File: src/rtl/vga_rx_decoder.sv
// rtl/vga_rx_decoder.sv - locks to a received VGA/RGB565 stream and recovers pixel coordinates.
// Leading-edge sync tracking, SEARCH/ALIGN/LOCKED lock FSM, two-clock pin-to-output latency.
module vga_rx_decoder #(
  parameter int H_SYNC   = 40,
  parameter int H_BP     = 220,
  parameter int H_ACTIVE = 1280,
  parameter int H_TOTAL  = 1650,
  parameter int V_SYNC   = 5,
  parameter int V_BP     = 20,
  parameter int V_ACTIVE = 720,
  parameter int V_TOTAL  = 750,
  parameter int SYNC_POL = 1
) (
  input  logic        clk,
  input  logic        rst,
  input  logic        hsync,
  input  logic        vsync,
  input  logic [15:0] rgb,
  output logic        locked,
  output logic        pix_valid,
  output logic [10:0] pix_x,
  output logic [9:0]  pix_y,
  output logic [15:0] pix_data,
  output logic        sof,
  output logic [7:0]  err_cnt
);
  localparam logic        POL     = (SYNC_POL != 0);
  localparam logic [10:0] H_START = 11'(H_SYNC + H_BP);
  localparam logic [10:0] H_END   = 11'(H_SYNC + H_BP + H_ACTIVE);
  localparam logic [10:0] H_LAST  = 11'(H_TOTAL - 1);
  localparam logic [9:0]  V_START = 10'(V_SYNC + V_BP);
  localparam logic [9:0]  V_END   = 10'(V_SYNC + V_BP + V_ACTIVE);
  localparam logic [11:0] V_LINES = 12'(V_TOTAL);

  typedef enum logic [1:0] {SEARCH, ALIGN, LOCKED} state_t;

  state_t      state_q, state_d;
  logic        hs1_q, hs1_d, vs1_q, vs1_d, hs2_q, hs2_d, vs2_q, vs2_d;
  logic [15:0] rgb1_q, rgb1_d;
  logic [10:0] h_q, h_d;
  logic [9:0]  v_q, v_d;
  logic [11:0] lines_q, lines_d;
  logic        seen_q, seen_d;
  logic [7:0]  err_cnt_q, err_cnt_d;
  logic        pix_valid_q, pix_valid_d;
  logic [10:0] pix_x_q, pix_x_d;
  logic [9:0]  pix_y_q, pix_y_d;
  logic [15:0] pix_data_q, pix_data_d;
  logic        sof_q, sof_d;
  logic        hs_lead, vs_lead, line_err, frame_err, in_h, in_v;

  always_comb begin
    hs1_d  = hsync;
    vs1_d  = vsync;
    rgb1_d = rgb;
    hs2_d  = hs1_q;
    vs2_d  = vs1_q;

    hs_lead = (hs1_q == POL) && (hs2_q != POL);
    vs_lead = (vs1_q == POL) && (vs2_q != POL);

    // h_d/v_d describe the sample now in S1; h_q/v_q belong to the sample before it.
    h_d = hs_lead ? 11'd0 : ((h_q == 11'h7FF) ? h_q : h_q + 11'd1);
    v_d = v_q;
    if (vs_lead) begin
      v_d = 10'd0;
    end else if (hs_lead && (v_q != 10'h3FF)) begin
      v_d = v_q + 10'd1;
    end

    line_err  = hs_lead && seen_q && (h_q != H_LAST);
    frame_err = vs_lead && (lines_q != V_LINES);

    // An hsync edge coinciding with the vsync edge belongs to the new frame.
    lines_d = lines_q;
    if (vs_lead) begin
      lines_d = {11'd0, hs_lead};
    end else if (hs_lead && (lines_q != 12'hFFF)) begin
      lines_d = lines_q + 12'd1;
    end
    seen_d = seen_q | hs_lead;

    state_d   = state_q;
    err_cnt_d = err_cnt_q;
    case (state_q)
      SEARCH: begin
        if (vs_lead) begin
          state_d = ALIGN;
          seen_d  = hs_lead;
        end
      end
      ALIGN: begin
        if (line_err) begin
          state_d = SEARCH;
        end else if (vs_lead && !frame_err) begin
          state_d = LOCKED;
        end
      end
      LOCKED: begin
        if (line_err || frame_err) begin
          state_d = SEARCH;
          if (err_cnt_q != 8'hFF) begin
            err_cnt_d = err_cnt_q + 8'd1;
          end
        end
      end
      default: state_d = SEARCH;
    endcase

    // Qualify with the next state so pix_valid never outlives locked.
    in_h        = (h_d >= H_START) && (h_d < H_END);
    in_v        = (v_d >= V_START) && (v_d < V_END);
    pix_valid_d = (state_d == LOCKED) && in_h && in_v;
    pix_x_d     = pix_valid_d ? (h_d - H_START) : 11'd0;
    pix_y_d     = pix_valid_d ? (v_d - V_START) : 10'd0;
    pix_data_d  = pix_valid_d ? rgb1_q : 16'd0;
    sof_d       = pix_valid_d && (pix_x_d == 11'd0) && (pix_y_d == 10'd0);
  end

  always_ff @(posedge clk) begin
    if (rst) begin
      state_q     <= SEARCH;
      hs1_q       <= 1'b0;
      vs1_q       <= 1'b0;
      hs2_q       <= 1'b0;
      vs2_q       <= 1'b0;
      rgb1_q      <= 16'd0;
      h_q         <= 11'd0;
      v_q         <= 10'd0;
      lines_q     <= 12'd0;
      seen_q      <= 1'b0;
      err_cnt_q   <= 8'd0;
      pix_valid_q <= 1'b0;
      pix_x_q     <= 11'd0;
      pix_y_q     <= 10'd0;
      pix_data_q  <= 16'd0;
      sof_q       <= 1'b0;
    end else begin
      state_q     <= state_d;
      hs1_q       <= hs1_d;
      vs1_q       <= vs1_d;
      hs2_q       <= hs2_d;
      vs2_q       <= vs2_d;
      rgb1_q      <= rgb1_d;
      h_q         <= h_d;
      v_q         <= v_d;
      lines_q     <= lines_d;
      seen_q      <= seen_d;
      err_cnt_q   <= err_cnt_d;
      pix_valid_q <= pix_valid_d;
      pix_x_q     <= pix_x_d;
      pix_y_q     <= pix_y_d;
      pix_data_q  <= pix_data_d;
      sof_q       <= sof_d;
    end
  end

  assign locked    = (state_q == LOCKED);
  assign pix_valid = pix_valid_q;
  assign pix_x     = pix_x_q;
  assign pix_y     = pix_y_q;
  assign pix_data  = pix_data_q;
  assign sof       = sof_q;
  assign err_cnt   = err_cnt_q;
endmodule

File: config.mk
export PLATFORM = sky130hd
export DESIGN_NAME = vga_rx_decoder
export DESIGN_NICKNAME = d
export VERILOG_FILES = /design/src/rtl/vga_rx_decoder.sv
export SDC_FILE = /design/constraint.sdc
export NUM_CORES = 1
export LEC_CHECK = 0
export CORE_ASPECT_RATIO = 0.75
export CORE_MARGIN = 5
export CORE_UTILIZATION = 54
export DETAILED_ROUTE_END_ITERATION = 10
export GPL_ROUTABILITY_DRIVEN = 0
export PLACE_DENSITY_LB_ADDON = 0.1
export SYNTH_ARGS = -nofsm -noshare
export SYNTH_HDL_FRONTEND = slang
export SYNTH_SLANG_ARGS = --single-unit
File: constraint.sdc
create_clock -name clk -period 3.5 [get_ports clk]
set_input_delay 0.875 -clock clk [delete_from_list [all_inputs] [get_ports clk]]
set_output_delay 0.875 -clock clk [all_outputs]
set_load 0.01 [all_outputs]
==> results of run 1 <==
[metal layers]
metal	part of all wire	GRT usage	vias up
met3	0.087	0.0656	17
met5	0	0	-
li1	-	-	1846
met2	0.43	0.310	146
met1	0.47	0.272	1703
met4	0.013	0.0496	0
[layout make-up]
cell class                      instances  area share
Clock buffer                           10      0.0235
Inverter                               25      0.0173
Sequential cell                       103       0.381
Tap cell                              105      0.0242
Clock inverter                          6      0.0143
Multi-Input combinational cell        346       0.403
Timing Repair Buffer                   76       0.137
[layout by cell type (no fill, tap or decap), types with 9 or more instances in the layout]
cell type,n
a21oi_1,14
and3_1,13
clkbuf_8,9
clkdlybuf4s50_1,66
dfxtp_1,102
ha_1,9
inv_1,24
nand2_1,19
nand3_1,19
nand4_1,12
nor2_1,88
nor2b_1,30
nor3_1,15
xnor2_1,16
xor2_1,17
[worst max-delay path, stage by stage (launching register included)]
cell and delay, ps:
dfxtp_1 410, ha_2 240, nand4_2 170, o31a_1 330, mux2_2 280, nand2_1 130, ha_1 210, inv_1 60
a31o_2 240, or2_0 200, a2111o_1 400, nand3_1 80, a311o_1 190, buf_6 200, nor2_1 70
[report_power, final]
part	switching, W	leakage [nW]	internal, W
registers	0.0000134	0.836	0.00119
clock network	0.000424	0.101	0.000344
logic	0.0000671	1.17	0.0000599
[path summary, 6_finish.rpt]
kind / start / end / depth (start not counted)
setup / recovery: v_q[1] / pix_x[4] / 14
hold / removal: rgb1_q[14] / pix_data[14] / 2
setup reg to reg: v_q[1] / pix_x[4] / 14
hold reg to reg: rgb1_q[14] / pix_data[14] / 2
[per-stage QoR]
stage / power (W) / utilization / setup WS [ps]
after global routing: 0.00218 / 0.682 / 1.96
after floorplan: 0.00131 / - / 334
after detailed placement: 0.00135 / 0.653 / 41.1
after global placement: 0.00135 / 0.653 / 199
after CTS: 0.00211 / 0.679 / 11.3
final: 0.00210 / 0.682 / 170
[flip-flops by register name, indices dropped and copies added (netlist names)]
name / flops
pix_data: 16
vs1_q: 1
state_q: 2
lines_q: 12
seen_q: 1
hs2_q: 1
err_cnt: 8
h_q: 11
pix_y: 10
pix_valid: 1
vs2_q: 1
hs1_q: 1
pix_x: 11
sof: 1
rgb1_q: 16
v_q: 10
[what timing repair did]
action	4_1_cts	5_1_grt
endpoints found under the setup margin	0	39
setup buffers	0	1
resized for setup	0	5
[logic make-up after synthesis]
family | Yosys count | share of synthesized area
compound gates | 71 | 0.120
xor+xnor | 33 | 0.0653
fa+ha+maj | 10 | 0.0282
buf+inv | 44 | 0.0421
flops | 103 | 0.466
mux | 3 | 0.00706
simple gates | 229 | 0.272
==> impl_metrics.tcl, run 1 <==
set metrics [dict create \
    outcome "finished clean" \
    synthFlopType "dfxtp_1" \
    synth.avg_cell_area_um2 8.98 \
    synthTopCellsByCount "dfxtp_1 (103), nor2_1 (88), nor2b_1 (30), inv_1 (24)" \
    timing.fmax_ghz 0.300 \
    synth_area_leaders "dfxtp_1 (47%), nor2_1 (7.5%), nor2b_1 (4.2%)" \
    finalSetupViolCount 0 \
    synth-warning-count 0 \
    layout.nets 591 \
    tightest_slew_ps 700 \
    max_cap_viol_count 0 \
    dieArea_mm2 0.0101 \
    yosysTopAreaCell "dfxtp_1" \
    grt_pass1_wl_um 16400 \
    die_h_um 88.4 \
    power_density_mw_per_mm2 387 \
    crit_arrival_ps 3580 \
    drt-wirelength-per-cell_um 14.9 \
    synth_area_mm2 0.00443 \
    yosysUniqueCellTypes 60 \
    cp-end-kind "flip-flop" \
    area_growth_syn_to_layout_pct 22.4 \
    rsz0062_at_grt "false" \
    cp-start-kind "flip-flop" \
    grt_pass1_vias 3419 \
    fin_cells 671 \
    peakVddDrop_mv 0.246 \
    worst_hold_slack_ps 413 \
    finish.instance_area_mm2 0.00542 \
    clock_skew_ps 10.6 \
    drive_gt1_frac 0.0760 \
    p_leak_nw 2.11 \
    grt.total_usage 0.200 \
    coreArea_mm2 0.00795 \
    dr.first_iter.drc_count 183 \
    multi_input_area_mm2 0.00218 \
    worst-path-max-fanout 17 \
    start_util 0.557 \
    die_x_um 115 \
    path_clk_slew_ps 100 \
    place_inst 654 \
    viasPerCell 5.53 \
    r2r_slack_ps 170 \
    yosysMostFrequentCell "dfxtp_1" \
    route.detailed.drc 0 \
    hold_buffers 0 \
    seqCellArea_mm2 0.00206 \
    place_hpwl_um 7140 \
    slew_headroom 0.526 \
    vias 3712 \
    period_share 0.952 \
    insertion_delay_ps 360 \
    fillCellCount 655 \
    cp.required_ps 3750 \
    synthCells 493 \
    cts_tree "done" \
    placed_cell_area_mm2 0.00519 \
    io_buffers 67 \
    cts.sinks 103 \
    grt_antenna_before_repair 0 \
    tns_ps 0 \
    cts_buffers 9 \
    wl_um 10000 \
    root_buffer "clkbuf_8" \
    async_flop_share 0 \
    io_pins 68 \
    n_antenna_cell 0 \
    synthesis.nets 523 \
    ys_ff_latch 103 \
    clockBufferDepth 2 \
    hold_viol 0 \
    yosys.area.top_type_share 0.466 \
    overflow 0 \
    period_minus_slack_ps 3330 \
    report.final.slew_viol_count 0 \
    synth_edf_count 0 \
    ant_nets 0 \
    rows 28 \
    min_path_type "reg2reg" \
    synth_seq_area_share 0.466 \
    h-tree-depth 3 \
    drt_pass1_iterations 5 \
    critPathKind "reg2reg" \
    grt_start_max_net_pins 50 \
]
Power figures use the tool's default switching activity.
==> run 2: changes to the inputs <==
Settings changed: PLACE_DENSITY from default to 0.8, PLACE_DENSITY_LB_ADDON 0.1 to default.
==> run 2 against run 1 <==
  * Clock skew is 0.92 ps higher
  * Register-to-register slack improved by 30 ps
  * Global-route usage rose by 0.66 points
  * Critical path depth stayed put
  * Routed wire length is 2.6% higher
  * Worst hold slack gained 2.1 ps
  * Final cell count fell by 0.30%
  * Largest cell class unchanged
  * Critical path type unchanged
==> impl_metrics.tcl, run 2 (synthesis results as in run 1) <==
set metrics [dict create \
    outcome "finished clean" \
    rsz0062_at_grt "false" \
    p_leak_nw 2.13 \
    multi_input_area_mm2 0.00219 \
    start_util 0.557 \
    path_cells "ha_2 > nand4_2 > o31a_1 > mux2_2 > nand2_1 > ha_1 > inv_1 > a31o_2 > or2_0 > a2111o_1 > nand3_1 > a311o_2 > clkbuf_16 > nor2_1" \
    cp-start-kind "flip-flop" \
    critPathKind "reg2reg" \
    drt_pass1_iterations 5 \
    path_clk_slew_ps 110 \
    overflow 0 \
    tightest_slew_ps 744 \
    vias 3848 \
    power_density_mw_per_mm2 381 \
    drive_gt1_frac 0.0745 \
    cts_buffers 9 \
    period_minus_slack_ps 3300 \
    layout.nets 589 \
    io_pins 68 \
    finalSetupViolCount 0 \
    grt.total_usage 0.206 \
    min_path_type "reg2reg" \
    insertion_delay_ps 370 \
    wl_um 10300 \
    clockBufferDepth 2 \
    root_buffer "clkbuf_8" \
    h-tree-depth 3 \
    dieArea_mm2 0.0101 \
    die_h_um 88.4 \
    drt-wirelength-per-cell_um 15.3 \
    cts.sinks 103 \
    clock_skew_ps 11.5 \
    crit_path_top_delay_cell "dfxtp_1" \
    n_antenna_cell 0 \
    report.final.slew_viol_count 0 \
    period_share 0.944 \
    rows 28 \
    final_cell_mix "dfxtp_1 (102), nor2_1 (88), clkdlybuf4s50_1 (67)" \
    crit_buf_inv 2 \
    critical_path.top_delay_family "compound AO/OA/AOI/OAI gates" \
    route.detailed.drc 0 \
    final_common_cell "dfxtp_1" \
    seqCellArea_mm2 0.00206 \
    dr.first_iter.drc_count 324 \
    hold_viol 0 \
    grt_pass1_wl_um 16700 \
    place_hpwl_um 7240 \
    cp-end-kind "flip-flop" \
    tns_ps 0 \
    dp_slack_ps 90.2 \
    crit_arrival_ps 3570 \
    fillCellCount 639 \
    cts_setup_buffers 0 \
    timing.fmax_ghz 0.303 \
    cp.required_ps 3770 \
    utilization 0.684 \
    peakVddDrop_mv 0.266 \
    viasPerCell 5.75 \
    slew_headroom 0.496 \
    critPathMaxStageDelay_ps 410 \
    cts_tree "done" \
    layout_setup_ws_ps 197 \
    io_buffers 67 \
    max_cap_viol_count 0 \
    worst-path-max-fanout 17 \
    coreArea_mm2 0.00795 \
    ant_nets 0 \
    grt_pass1_vias 3516 \
    grt_antenna_before_repair 0 \
    die_x_um 115 \
    area_growth_syn_to_layout_pct 22.9 \
    grt_start_max_net_pins 50 \
]
[run 2: cell count changes in the layout (fill, tap and decap cells not counted), moves of 2 or more]
cell and change:
inv_6 +3, clkinv_4 -2, clkinv_8 +3, buf_4 -2
[run 2: through the flow]
stage | total power [W] | hold slack [ps] | std cells | area, µm²
4_1_cts | 0.00209 | 414 | 668 | 5410
3_3_place_gp | 0.00135 | 395 | 652 | 5200
2_1_floorplan | 0.00131 | 394 | 493 | 4430
3_5_place_dp | 0.00135 | 400 | 652 | 5200
6_report | 0.00207 | 415 | 669 | 5440
5_1_grt | 0.00217 | 430 | 669 | 5440
[run 2: layer usage]
metal  GRT usage  part of all wire  vias up
met3      0.0738              0.10       31
met5           0                 0        -
met1       0.280              0.45     1749
li1            -                 -     1845
met2       0.306              0.42      223
met4      0.0744             0.025        0
[run 2: final timing paths]
path / from / cells after the start / slack [ps] / end
setup / recovery: v_q[1] / 14 / 200 / pix_y[8]
hold / removal: rgb1_q[13] / 2 / 410 / pix_data[13]
setup reg to reg: v_q[1] / 14 / 200 / pix_y[8]
hold reg to reg: rgb1_q[13] / 2 / 410 / pix_data[13]
[run 2: area by class of cell]
| type | count | area share |
|---|---|---|
| Clock buffer | 9 | 0.0228 |
| Timing Repair Buffer | 74 | 0.138 |
| Multi-Input combinational cell | 346 | 0.403 |
| Inverter | 25 | 0.0172 |
| Clock inverter | 7 | 0.0159 |
| Sequential cell | 103 | 0.379 |
| Tap cell | 105 | 0.0241 |
[run 2: where the power goes]
part           internal (W)  total [W]  switching (W)
logic             0.0000583   0.000125      0.0000663
clock network      0.000289   0.000745       0.000456
registers           0.00119    0.00120      0.0000146
total               0.00154    0.00207       0.000537
[run 2: repair_timing]
action	4_1_cts	5_1_grt
gates resized for setup	0	4
hold buffers	0	0
endpoints found under the setup margin	0	37
[run 2: worst register-to-register path, delay by kind of cell (launching register included)]
family | cells | cell delay [ps]
AO/OA/AOI/OAI | 4 | 1200
AND/OR/NAND/NOR | 5 | 590
adder cells (fa/ha/maj) | 2 | 440
flip-flops | 1 | 410
multiplexers | 1 | 280
buffers and inverters | 2 | 260
==> run 3: changes to the inputs <==
--- a/config.mk
+++ b/config.mk
@@ -7,3 +7,3 @@
 export LEC_CHECK = 0
-export CORE_ASPECT_RATIO = 0.75
+export CORE_ASPECT_RATIO = 1.2
 export CORE_MARGIN = 5
==> constraint.sdc (replaced) <==
create_clock -name clk -period 3.5 [get_ports clk]
set_input_delay 0.525 -clock clk [delete_from_list [all_inputs] [get_ports clk]]
set_output_delay 0.525 -clock clk [all_outputs]
set_load 0.01 [all_outputs]
==> run 3 against run 2 <==
  * Largest cell class unchanged
  * Largest power group unchanged
  * Non-clock buffer count grew 3
  * Critical endpoint is now pix_data[4]
  * First-iteration DRC count shrank 47%
  * Die area shrank 0.11%
  * Final cell count shrank 1.0%
  * Sequential power is essentially flat
==> impl_metrics.tcl, run 3 (synthesis results as in run 1) <==
set metrics [dict create \
    slew_headroom 0.472 \
    tns_ps 0 \
    wl_um 10300 \
    reg2reg_from "v_q[1]" \
    coreArea_mm2 0.00806 \
    grt.total_usage 0.206 \
    rows 36 \
    grt_pass1_wl_um 16600 \
    r2r_slack_ps 150 \
    period_minus_slack_ps 3350 \
    cts_setup_buffers 0 \
    cp.required_ps 3770 \
    critPathMaxStageDelay_ps 410 \
    hold_start "rgb1_q[8]" \
    route.detailed.drc 0 \
    ctsResizeCount 0 \
    period_share 0.958 \
    timing.rr.end "pix_data[4]" \
    crit_arrival_ps 3620 \
    path_clk_slew_ps 110 \
    die_h_um 109 \
    overflow 0 \
    max_cap_viol_count 0 \
    hold_viol 0 \
    grt_start_max_net_pins 40 \
    finalSetupViolCount 0 \
    cts_tree "done" \
    grt_pass1_vias 3524 \
    clock_skew_ps 12.3 \
    vias 3704 \
    ant_nets 0 \
    final_cell_mix "dfxtp_1 (103), nor2_1 (88), clkdlybuf4s50_1 (66)" \
    critPathKind "reg2reg" \
    start_util 0.549 \
    area_growth_syn_to_layout_pct 22.7 \
    p_leak_nw 2.12 \
    wl_met2_um 5080 \
    worst-path-max-fanout 19 \
    dr_wl_met3_um 628 \
    peakVddDrop_mv 0.228 \
    cts.sinks 103 \
    report.final.slew_viol_count 0 \
    place_hpwl_um 7420 \
    r2r_cells 14 \
    insertion_delay_ps 370 \
    io_buffers 67 \
    crit_buf_inv 2 \
    path_cells "ha_2 > nand4_2 > o31a_1 > mux2_2 > nand2_1 > ha_1 > inv_1 > a31o_2 > or2_0 > a2111o_1 > nand3_1 > a311o_2 > clkbuf_16 > nor2_1" \
    drt-met1-wl_um 4310 \
    cp-end-kind "flip-flop" \
    layout.nets 592 \
    dieArea_mm2 0.0101 \
    io_pins 68 \
    min_path_type "reg2reg" \
    tightest_slew_ps 780 \
    cts_buffers 9 \
    final_common_cell "dfxtp_1" \
    n_antenna_cell 0 \
    dp_slack_ps 160 \
    dr.first_iter.drc_count 173 \
    routed.top_layer "met4" \
    cp-start-kind "flip-flop" \
    hold_buffers 0 \
    drive_gt1_frac 0.0794 \
    drt_pass1_iterations 4 \
    die_x_um 92.7 \
    viasPerCell 5.60 \
    clockBufferDepth 2 \
    outcome "finished clean" \
    timing.fmax_ghz 0.298 \
    power_density_mw_per_mm2 381 \
    root_buffer "clkbuf_8" \
    holdPathStages 2 \
    whs_endpoint "pix_data[8]" \
    layout_setup_ws_ps 148 \
    crit_path_top_delay_cell "a2111o_1" \
    grt_antenna_before_repair 0 \
    critical_path.top_delay_family "compound AO/OA/AOI/OAI gates" \
    h-tree-depth 3 \
    drt-wirelength-per-cell_um 15.6 \
]
## run 3: cell count changes in the layout (fill, tap and decap cells not counted)
| cell | change |
|---|---|
| buf_4 | +3 |
| clkinv_8 | -1 |
| dfxtp_2 | -1 |
| buf_2 | +1 |
| clkdlybuf4s50_1 | -1 |
| inv_8 | +1 |
| clkinv_4 | +1 |
| nor3_2 | +1 |
| inv_6 | -1 |
| nor3_4 | -1 |
| dfxtp_1 | +1 |
## run 3: power by group
group | internal (W) | switching, W | leakage [nW]
clock network | 0.000287 | 0.000454 | 0.104
logic | 0.0000588 | 0.0000683 | 1.18
registers | 0.00119 | 0.0000135 | 0.836
## run 3: how the worst max path moves through the flow
stage / from / end / slack, ps / depth (start not counted)
after floorplan: v_q[0] / pix_x[9] / 330 / 15
after global placement: v_q[1] / sof / 300 / 14
after detailed placement: v_q[1] / pix_x[6] / 160 / 14
after CTS: v_q[1] / pix_y[4] / 130 / 14
after global routing: v_q[1] / pix_data[4] / -20 / 14
final: v_q[1] / pix_data[4] / 150 / 14
## run 3: final cells by class
| cell class | count | area (µm²) |
|---|---|---|
| Clock inverter | 7 | 81.3 |
| Fill cell | 615 | 2630 |
| Tap cell | 95 | 119 |
| Sequential cell | 103 | 2060 |
| Timing Repair Buffer | 77 | 771 |
| Inverter | 25 | 93.8 |
| Clock buffer | 9 | 124 |
| Multi-Input combinational cell | 346 | 2180 |
## run 3: tightest hold or removal path: cells and delay by family, from the launching register on
family / cells / cell delay (ps)
buffers and inverters: 1 / 40
flip-flops: 1 / 310
AND/OR/NAND/NOR: 1 / 30
## run 3: stage by stage
step	power (W)	std cells	util	hold WS, ps	cell area (µm²)
2_1_floorplan	0.00131	493	-	394	4430
3_3_place_gp	0.00135	645	0.645	395	5200
3_5_place_dp	0.00136	645	0.645	401	5200
4_1_cts	0.00209	661	0.671	418	5410
5_1_grt	0.00215	662	0.674	433	5440
6_report	0.00207	662	0.674	413	5440
## run 3: routing by layer
metal,vias to the layer above,GRT usage
li1,1838,-
met1,1719,0.250
met2,121,0.357
met3,26,0.0366
met4,0,0.0921
met5,-,0
